$ cat config.mk
export PLATFORM = sky130hd
export DESIGN_NAME = gin_bus_controller
export DESIGN_NICKNAME = d
export VERILOG_FILES = /design/src/rtl/gin_bus_controller.sv
export SDC_FILE = /design/constraint.sdc
export NUM_CORES = 1
export LEC_CHECK = 0
export CAP_MARGIN = 20
export CORE_MARGIN = 10
export CORE_UTILIZATION = 40
export CTS_BUF_LIST = sky130_fd_sc_hd__clkbuf_8
export CTS_CLUSTER_DIAMETER = 120
export DETAILED_ROUTE_END_ITERATION = 10
export GPL_TIMING_DRIVEN = 0
export PLACE_DENSITY = 0.76
export RECOVER_POWER = 25
export SLEW_MARGIN = 20
export SYNTH_ARGS = -nofsm -noshare
export SYNTH_HDL_FRONTEND = slang
export SYNTH_SLANG_ARGS = --single-unit
export TNS_END_PERCENT = 5
$ cat constraint.sdc
create_clock -name clk -period 4.34 [get_ports clk]
set_clock_uncertainty 0.2 [all_clocks]
set_input_delay 0.868 -clock clk [delete_from_list [all_inputs] [get_ports clk]]
set_output_delay 0.868 -clock clk [all_outputs]
set_load 0.02 [all_outputs]
$ cat src/rtl/gin_bus_controller.sv
// ---------------------------------------------------------------------------
// gin_bus_controller
//   Sequences one GIN segment: a scan chain of NUM_NODES multicast
//   controllers sharing a single tag/value bus.
//
//   CONFIG: an ID table (one entry per chain position) is written through
//   cfg_we/cfg_addr/cfg_id, then cfg_start shifts it into the chain over
//   NUM_NODES cycles. The farthest node's ID goes first, so that after the
//   last shift node j holds table[j].
//   RUN: upstream (tag, value) packets pass through a one-entry output
//   register onto the chain bus with valid/ready backpressure. Every
//   completed bus transfer increments pkt_count.
//
// Ports
//   clk, rst                 clock, asynchronous active-high reset
//   cfg_we/cfg_addr/cfg_id   ID table write port (ignored during SCAN)
//   cfg_start                pulse: start a scan-chain load
//   cfg_busy, cfg_done       state indicators (SCAN / RUN)
//   scan_set_id, scan_id_out scan-chain shift enable and serial ID
//   pkt_valid/ready/tag/value upstream packet handshake
//   gin_enable/tag/value     bus toward the chain, gin_ready from the chain
//   pkt_count                packets delivered since reset (wrapping)
// ---------------------------------------------------------------------------
module gin_bus_controller #(
    parameter int unsigned NUM_NODES = 8,
    parameter int unsigned ID_LEN    = 4,
    parameter int unsigned VALUE_LEN = 32,
    parameter int unsigned CNT_W     = 16
) (
    input  logic                          clk,
    input  logic                          rst,
    // ID table configuration
    input  logic                          cfg_we,
    input  logic [$clog2(NUM_NODES)-1:0]  cfg_addr,
    input  logic [ID_LEN-1:0]             cfg_id,
    input  logic                          cfg_start,
    output logic                          cfg_busy,
    output logic                          cfg_done,
    // scan chain
    output logic                          scan_set_id,
    output logic [ID_LEN-1:0]             scan_id_out,
    // upstream packets
    input  logic                          pkt_valid,
    output logic                          pkt_ready,
    input  logic [ID_LEN-1:0]             pkt_tag,
    input  logic [VALUE_LEN-1:0]          pkt_value,
    // GIN bus
    output logic                          gin_enable,
    output logic [ID_LEN-1:0]             gin_tag,
    output logic [VALUE_LEN-1:0]          gin_value,
    input  logic                          gin_ready,
    // statistics
    output logic [CNT_W-1:0]              pkt_count
);

    localparam int unsigned AW = $clog2(NUM_NODES);

    localparam logic [1:0] S_IDLE = 2'd0;
    localparam logic [1:0] S_SCAN = 2'd1;
    localparam logic [1:0] S_RUN  = 2'd2;

    // Index of the farthest node; the shift sequence starts here.
    localparam logic [AW-1:0] K_LAST = AW'(NUM_NODES - 1);

    // ------------------------------------------------------------------
    // State
    // ------------------------------------------------------------------
    logic [1:0]           state_q,       state_d;
    logic [AW-1:0]        k_q,           k_d;
    logic [ID_LEN-1:0]    id_table_q [NUM_NODES];
    logic [ID_LEN-1:0]    id_table_d [NUM_NODES];
    logic                 scan_set_id_q, scan_set_id_d;
    logic [ID_LEN-1:0]    scan_id_out_q, scan_id_out_d;
    logic                 cfg_busy_q,    cfg_busy_d;
    logic                 cfg_done_q,    cfg_done_d;
    logic                 out_valid_q,   out_valid_d;
    logic [ID_LEN-1:0]    gin_tag_q,     gin_tag_d;
    logic [VALUE_LEN-1:0] gin_value_q,   gin_value_d;
    logic [CNT_W-1:0]     pkt_count_q,   pkt_count_d;

    // ------------------------------------------------------------------
    // Handshake decode
    // ------------------------------------------------------------------
    logic          in_run;
    logic          accept;
    logic          complete;
    logic          addr_ok;
    logic          scan_go;
    logic [AW-1:0] k_dec;

    assign in_run    = (state_q == S_RUN);
    // The output register can take a new packet when empty or draining now.
    assign pkt_ready = in_run & (~out_valid_q | gin_ready);
    assign accept    = pkt_valid & pkt_ready;
    assign complete  = out_valid_q & gin_ready;
    // Widened compare so a non-power-of-two NUM_NODES rejects stray indices.
    assign addr_ok   = ({1'b0, cfg_addr} < (AW+1)'(NUM_NODES));
    // A rescan from RUN is only allowed once the output register is empty,
    // so no packet is on the bus while the chain is being rewritten.
    assign scan_go   = cfg_start &
                       ((state_q == S_IDLE) | ((state_q == S_RUN) & ~out_valid_q));
    assign k_dec     = k_q - AW'(1);

    // ------------------------------------------------------------------
    // Next-state and output logic
    // ------------------------------------------------------------------
    always_comb begin
        state_d       = state_q;
        k_d           = k_q;
        id_table_d    = id_table_q;
        scan_set_id_d = 1'b0;
        scan_id_out_d = '0;
        out_valid_d   = out_valid_q;
        gin_tag_d     = gin_tag_q;
        gin_value_d   = gin_value_q;
        pkt_count_d   = pkt_count_q;

        // Table writes are frozen while the chain is shifting.
        if (cfg_we && (state_q != S_SCAN) && addr_ok) begin
            id_table_d[cfg_addr] = cfg_id;
        end

        case (state_q)
            S_IDLE, S_RUN: begin
                if (scan_go) begin
                    state_d       = S_SCAN;
                    k_d           = K_LAST;
                    scan_set_id_d = 1'b1;
                    scan_id_out_d = id_table_q[K_LAST];
                end
            end
            S_SCAN: begin
                // k_q is the index currently on scan_id_out.
                if (k_q == '0) begin
                    state_d = S_RUN;
                end else begin
                    k_d           = k_dec;
                    scan_set_id_d = 1'b1;
                    scan_id_out_d = id_table_q[k_dec];
                end
            end
            default: begin
                state_d = S_IDLE;
            end
        endcase

        cfg_busy_d = (state_d == S_SCAN);
        cfg_done_d = (state_d == S_RUN);

        // One-entry output register: load on accept, drain on complete.
        if (complete) begin
            pkt_count_d = pkt_count_q + CNT_W'(1);
        end
        out_valid_d = accept | (out_valid_q & ~gin_ready);
        if (accept) begin
            gin_tag_d   = pkt_tag;
            gin_value_d = pkt_value;
        end
    end

    // ------------------------------------------------------------------
    // Registers
    // ------------------------------------------------------------------
    always_ff @(posedge clk or posedge rst) begin
        if (rst) begin
            state_q       <= S_IDLE;
            k_q           <= '0;
            for (int unsigned i = 0; i < NUM_NODES; i++) begin
                id_table_q[i] <= '0;
            end
            scan_set_id_q <= 1'b0;
            scan_id_out_q <= '0;
            cfg_busy_q    <= 1'b0;
            cfg_done_q    <= 1'b0;
            out_valid_q   <= 1'b0;
            gin_tag_q     <= '0;
            gin_value_q   <= '0;
            pkt_count_q   <= '0;
        end else begin
            state_q       <= state_d;
            k_q           <= k_d;
            id_table_q    <= id_table_d;
            scan_set_id_q <= scan_set_id_d;
            scan_id_out_q <= scan_id_out_d;
            cfg_busy_q    <= cfg_busy_d;
            cfg_done_q    <= cfg_done_d;
            out_valid_q   <= out_valid_d;
            gin_tag_q     <= gin_tag_d;
            gin_value_q   <= gin_value_d;
            pkt_count_q   <= pkt_count_d;
        end
    end

    // ------------------------------------------------------------------
    // Outputs
    // ------------------------------------------------------------------
    assign cfg_busy    = cfg_busy_q;
    assign cfg_done    = cfg_done_q;
    assign scan_set_id = scan_set_id_q;
    assign scan_id_out = scan_id_out_q;
    assign gin_enable  = out_valid_q;
    assign gin_tag     = gin_tag_q;
    assign gin_value   = gin_value_q;
    assign pkt_count   = pkt_count_q;

endmodule

==> results.ini, run 1 <==
[synthesis]
ys_ff_latch=97
yosys.area.top_type=dfrtp_1
synth.avg_cell_area_um2=14.71
synth_area_um2=4133
synthAdderAreaFrac=0.009083
async_flop_share=1.000
ys_types=36
synth-main-ff-cell=dfrtp_1
yosysWarnings=0
synth_edf_count=0
synth.mux.area_fraction=0.2383
synth_xor_xnor_area_share=0.03391
synthSimpleGateAreaFrac=0.07508
synth_top_family_by_area=multiplexers
synth.area.top_cells=dfrtp_1 59%, mux2_2 20%, mux4_1 3.2%, xnor2_1 2.3%, buf_6 1.6%
synth_compound_area_frac=0.03270
synthCells=281
syn-num-nets=333
ys_seq_area_frac=0.5873
yosysTopAreaCellShare=0.5873

[cells_and_area]
final_cell_mix=107 x clkdlybuf4s50_1, 97 x dfrtp_1, 72 x mux2_2
syn_to_final_growth_pct=35.97
final_nets=454
layout-drive-gt1-share=0.2555
n_antenna_cell=0
final_common_cell=clkdlybuf4s50_1

[placement]
numPortBuffers=109
hpwl_mm=7.224
gp_congestion=0.7507

[power_and_ir_drop]
p_seq_frac=0.406
power_frac_clock=0.170
swShare=0.3336
power_leakage_nw=2.495
vdd_ir_drop_max_v=0.0002334
p_int_w=0.002299
p_per_area_nw_per_um2=614.0
p_sw_w=0.001151
p_comb_frac=0.424

[clock_network]
clkTransAtPathRegs_ns=0.10
cts_resized=0
htree_num_levels=3
postCtsSetupRepairBufs=0
insertion_delay_ns=0.37
cts_buffers=9
cts_tree=built
clock_path_buffers=2
cts-hold-fix-buffers=0
cts-root-buf=clkbuf_8
clock-sinks=97

[die]
die_w_um=121.6
rows=37
die_h_um=121.6
initial_core_util=0.4058
core_um2=10180
die_area_um2=14800
io_pins=110

[grt]
grt_use_total=0.1259
grt_pass1_vias=2847
grt.overflow.total=0
grt_pass1_wl_mm=14.89
grt_max_degree=57
antenna_found_initial=0

[min_path]
min_path_cells=1
holdPathEnd=pkt_count[15]
hold_path.startpoint=pkt_count[15]
hold_class=reg -> reg

[worst_setup_path]
reg2reg_slack_ns=1.64
reg2regPathDepth=7
required_ns=3.27
reg2reg_from=k_q[0]
rr_endpoint=scan_id_out[0]
critPathLaunchType=input pin
crit_path_max_fanout=5
endpoint_kind=output port
critical_path_class=in -> out
cp_data_arrival_time_ns=2.55

[drt]
drc_errors=0
drt-vias-per-instance=4.991
wl_met2_mm=4.614
dr.pass1.iters=4
met3WireLength_um=533
wl_mm=9.441
vias=2710
highest_layer=met4
wl_met1_mm=4.137
wire_per_inst_um=17.39
ant_nets=0
drt-initial-drc-count=151

[sta]
rsz0062_at_grt=false
period_needed_ns=3.614
setup_violations=0
tns_ns=0
slew_headroom=-0.2770
hold_violations=0
finalMaxSlewViolations=42
fin_crit_sh=0.8328
tightest_slew_ns=1.905
fmax_ghz=0.2767
whs_ns=0.2810

[flow_run]
drv_cap=1

[outcome]
violations=max-capacitance violations, max-slew violations
status=complete, but fails checks

[area by class of cell]
| cell class | count | area [µm²] |
|---|---|---|
| timing repair buffer | 110 | 1119 |
| sequential | 97 | 2427 |
| tap | 136 | 170.2 |
| multi-input combinational | 170 | 1608 |
| fill | 852 | 4566 |
| clock inverter | 7 | 72.57 |
| clock buffer | 9 | 123.9 |
| inverter | 7 | 27.53 |
| buffer | 7 | 71.32 |
[sequential cells by signal, indices dropped and copies added, names as in the netlist]
register	count
cfg_busy	1
cfg_done	1
gin_enable	1
gin_tag	4
gin_value	32
id_table_q	32
k_q	3
pkt_count	16
scan_id_out	4
scan_set_id	1
state_q	2
[routing by layer]
metal  vias to the layer above  global-route usage
li1                       1263                   -
met1                      1358              0.1567
met2                        76              0.2067
met3                        13             0.03191
met4                         0             0.04769
met5                         -                   0
[cell usage after synthesis (3+ instances only)]
cell type / n
and3_1: 3
nor2_1: 7
nand3_1: 6
nor2b_1: 6
o32ai_1: 3
mux2_2: 72
nor3_2: 3
a22o_1: 3
xnor2_1: 11
dfrtp_1: 97
mux4_1: 5
buf_6: 6
nand4_1: 6
xor2_1: 5
nor3_1: 3
nand2_1: 8
inv_1: 7
ha_1: 3
o21ai_0: 5
[power groups by stage]
stage / Combinational, W / Clock (W) / Sequential [W]
final: 0.00146 / 0.000587 / 0.00140
after CTS: 0.00149 / 0.000611 / 0.00140
after floorplan: 0.000724 / 0 / 0.00158
after global placement: 0.00144 / 0 / 0.00140
after global routing: 0.00157 / 0.000649 / 0.00144
after detailed placement: 0.00148 / 0 / 0.00142
[worst max-delay path, stage by stage]
cell,delay (ns)
dlygate4sd3_1,0.63
nor2b_1,0.11
nor3b_4,0.28
clkdlybuf4s50_1,0.66
[stage by stage]
step	setup slack, ns	cell area (µm²)	utilization	std cells	power (W)
after floorplan	0.7383	4133	-	281	0.002304
final	0.7257	5619	0.5517	543	0.003450
after detailed placement	0.7850	5426	0.5328	527	0.002903
after global placement	-0.6758	5394	0.5296	526	0.002839
after CTS	0.7808	5623	0.5521	543	0.003499
after global routing	0.6490	5619	0.5517	543	0.003660
[cell families (layout without fill, tap and decap cells)]
logic type / Yosys count / in the layout
AND/OR/NAND/NOR: 52 / 52
multiplexers: 80 / 80
buffers and inverters: 14 / 140
AO/OA/AOI/OAI: 19 / 19
flip-flops: 97 / 97
XOR/XNOR: 16 / 16
adder cells (fa/ha/maj): 3 / 3
[how the worst max path moves through the flow]
stage | start | to | slack, ns | depth (start not counted)
2_1_floorplan | rst | cfg_busy | 0.74 | 1
4_1_cts | gin_ready | pkt_ready | 0.78 | 4
3_5_place_dp | gin_ready | pkt_ready | 0.78 | 4
3_3_place_gp | rst | pkt_count[12] | -0.68 | 2
6_report | gin_ready | pkt_ready | 0.73 | 4
5_1_grt | gin_ready | pkt_ready | 0.65 | 4
Note: power is estimated with default switching activity, not from simulation.
==> inputs of run 2 (changes only) <==
Clock period 4.34 ns to 3.75 ns, I/O delays scaled along.
==> results of run 2 <==
The final DEF is identical to that of run 1. Status: complete, but fails checks: max-capacitance violations, max-slew violations.
Main changes from that run: setup slack after placement 0.7850 ns -> 0.4310 ns; setup slack after layout 0.7257 ns -> 0.3717 ns; register-to-register setup slack 1.64 ns -> 1.05 ns; total power 0.003450 W -> 0.003993 W; worst IR drop on VDD 0.0002334 V -> 0.0002702 V
==> inputs of run 3 (changes only) <==
Settings changed: MAX_ROUTING_LAYER set to met4.
==> run 3 against run 2 <==
Against the previous run:
- the run still ends with max-capacitance violations, max-slew violations left
- global-route usage up 0.41 points
- wire length up 0.20%
- largest cell class unchanged
- utilization did not move
- maximum frequency about the same
- non-clock buffer count is the same
- worst hold slack barely moved
- clock-buffer cell count unchanged
- die area unchanged
- combinational power hardly changed
- clock power barely moved
==> results.ini, run 3 (synthesis gave the netlist of run 1 again) <==
[die]
core_um2=10180  ; unchanged
die_h_um=121.6  ; unchanged
die_w_um=121.6  ; unchanged
io_pins=110  ; unchanged
die_area_um2=14800  ; unchanged
initial_core_util=0.4058  ; unchanged
rows=37  ; unchanged

[clock_network]
clkTransAtPathRegs_ns=0.10  ; about the same
insertion_delay_ns=0.36  ; about the same
postCtsSetupRepairBufs=0  ; unchanged
htree_num_levels=3  ; unchanged
cts_buffers=9  ; unchanged
clock-sinks=97  ; unchanged
cts_tree=built
cts_resized=0  ; unchanged
clock_path_buffers=2  ; unchanged
cts-root-buf=clkbuf_8
cts-hold-fix-buffers=0  ; unchanged

[sta]
rsz0062_at_grt=false
tns_ns=0  ; unchanged
hold_violations=0  ; unchanged
slew_headroom=-0.2749  ; +0.002041
period_needed_ns=3.376
fin_crit_sh=0.9002
tightest_slew_ns=1.902  ; -0.003044 ns
setup_violations=0  ; unchanged
fmax_ghz=0.2962
finalMaxSlewViolations=42  ; unchanged

[power_and_ir_drop]
swShare=0.3336
p_sw_w=0.001332
vdd_ir_drop_max_v=0.0002706
p_per_area_nw_per_um2=710.7
fin_total_pwr_w=0.003993
power_frac_clock=0.170  ; about the same
power_leakage_nw=2.495  ; unchanged
p_comb_frac=0.424  ; about the same
p_int_w=0.002661
p_seq_frac=0.406  ; about the same

[drt]
dr.pass1.iters=4  ; unchanged
wire_per_inst_um=17.42  ; +0.20%
wl_mm=9.460  ; +0.20%
drt-vias-per-instance=4.989  ; about the same
ant_nets=0  ; unchanged
drc_errors=0  ; unchanged
vias=2709  ; -0.037%
drt-initial-drc-count=140  ; -7.3%

[cells_and_area]
final_core_util=0.5517  ; unchanged
final_nets=454  ; unchanged
n_antenna_cell=0  ; unchanged
final_common_cell=clkdlybuf4s50_1
final_cell_mix=107 x clkdlybuf4s50_1, 97 x dfrtp_1, 72 x mux2_2
layout-drive-gt1-share=0.2555  ; unchanged
syn_to_final_growth_pct=35.97  ; unchanged

[worst_setup_path]
crit_path_max_fanout=5  ; unchanged
required_ns=2.80
reg2regPathDepth=7  ; unchanged
cp_data_arrival_time_ns=2.43
endpoint_kind=output port
critical_path_class=in -> out
critPathLaunchType=input pin

[grt]
grt_pass1_wl_mm=14.92  ; +0.23%
grt_pass1_vias=2834  ; -0.46%
grt_use_total=0.1300  ; +0.004150
grt_max_degree=57  ; unchanged
antenna_found_initial=0  ; unchanged
grt.overflow.total=0  ; unchanged

[placement]
numPortBuffers=109  ; unchanged
gp_congestion=0.7603  ; +1.3%
hpwl_mm=7.224  ; unchanged

[min_path]
hold_class=reg -> reg
min_path_cells=1  ; unchanged

[outcome]
violations=max-capacitance violations, max-slew violations
status=complete, but fails checks

[flow_run]
drv_cap=1  ; unchanged

-- run 3: through the flow --
step / area (µm²) / setup WS, ns / std cells / hold WS (ns)
2_1_floorplan: 4133 / 0.2663 / 281 / 0.2704
6_report: 5619 / 0.3741 / 543 / 0.2810
4_1_cts: 5623 / 0.4268 / 543 / 0.2906
3_3_place_gp: 5394 / -1.148 / 526 / 0.2630
3_5_place_dp: 5426 / 0.4310 / 527 / 0.2718
5_1_grt: 5619 / 0.2950 / 543 / 0.2950
-- run 3: power by group through the flow --
| stage | Sequential [W] | Combinational [W] | Clock [W] |
|---|---|---|---|
| floorplan | 0.00183 | 0.000838 | 0 |
| CTS | 0.00162 | 0.00172 | 0.000707 |
| global route | 0.00167 | 0.00182 | 0.000754 |
| finish | 0.00162 | 0.00169 | 0.000680 |
| detailed placement | 0.00165 | 0.00171 | 0 |
| global placement | 0.00162 | 0.00167 | 0 |
-- run 3: final cells by class --
| type | instances | area [µm²] |
|---|---|---|
| fill | 852 | 4566 |
| sequential | 97 | 2427 |
| multi-input combinational | 170 | 1608 |
| timing repair buffer | 110 | 1119 |
| tap | 136 | 170.2 |
| clock buffer | 9 | 123.9 |
| clock inverter | 7 | 72.57 |
| buffer | 7 | 71.32 |
| inverter | 7 | 27.53 |
-- run 3: worst max-delay path, stage by stage --
cell	delay, ns
dlygate4sd3_1	0.62
nor2b_1	0.11
nor3b_4	0.28
clkdlybuf4s50_1	0.66
-- run 3: path summary, 6_finish.rpt --
path | start | end | slack (ns)
setup reg to reg | k_q[0] | scan_id_out[0] | 1.04
hold / removal | pkt_count[15] | pkt_count[15] | 0.28
max in group asynchronous | rst | gin_value[17] | 1.30
min in group asynchronous | rst | gin_value[0] | 1.11
hold reg to reg | pkt_count[15] | pkt_count[15] | 0.28
setup / recovery | gin_ready | pkt_ready | 0.37
-- run 3: per-layer routing --
layer | track usage | up-vias | part of all wire
li1 | - | 1260 | -
met1 | 0.1584 | 1355 | 0.44
met2 | 0.2060 | 82 | 0.49
met3 | 0.03562 | 12 | 0.060
met4 | 0.04098 | 0 | 0.011
met5 | - | - | 0
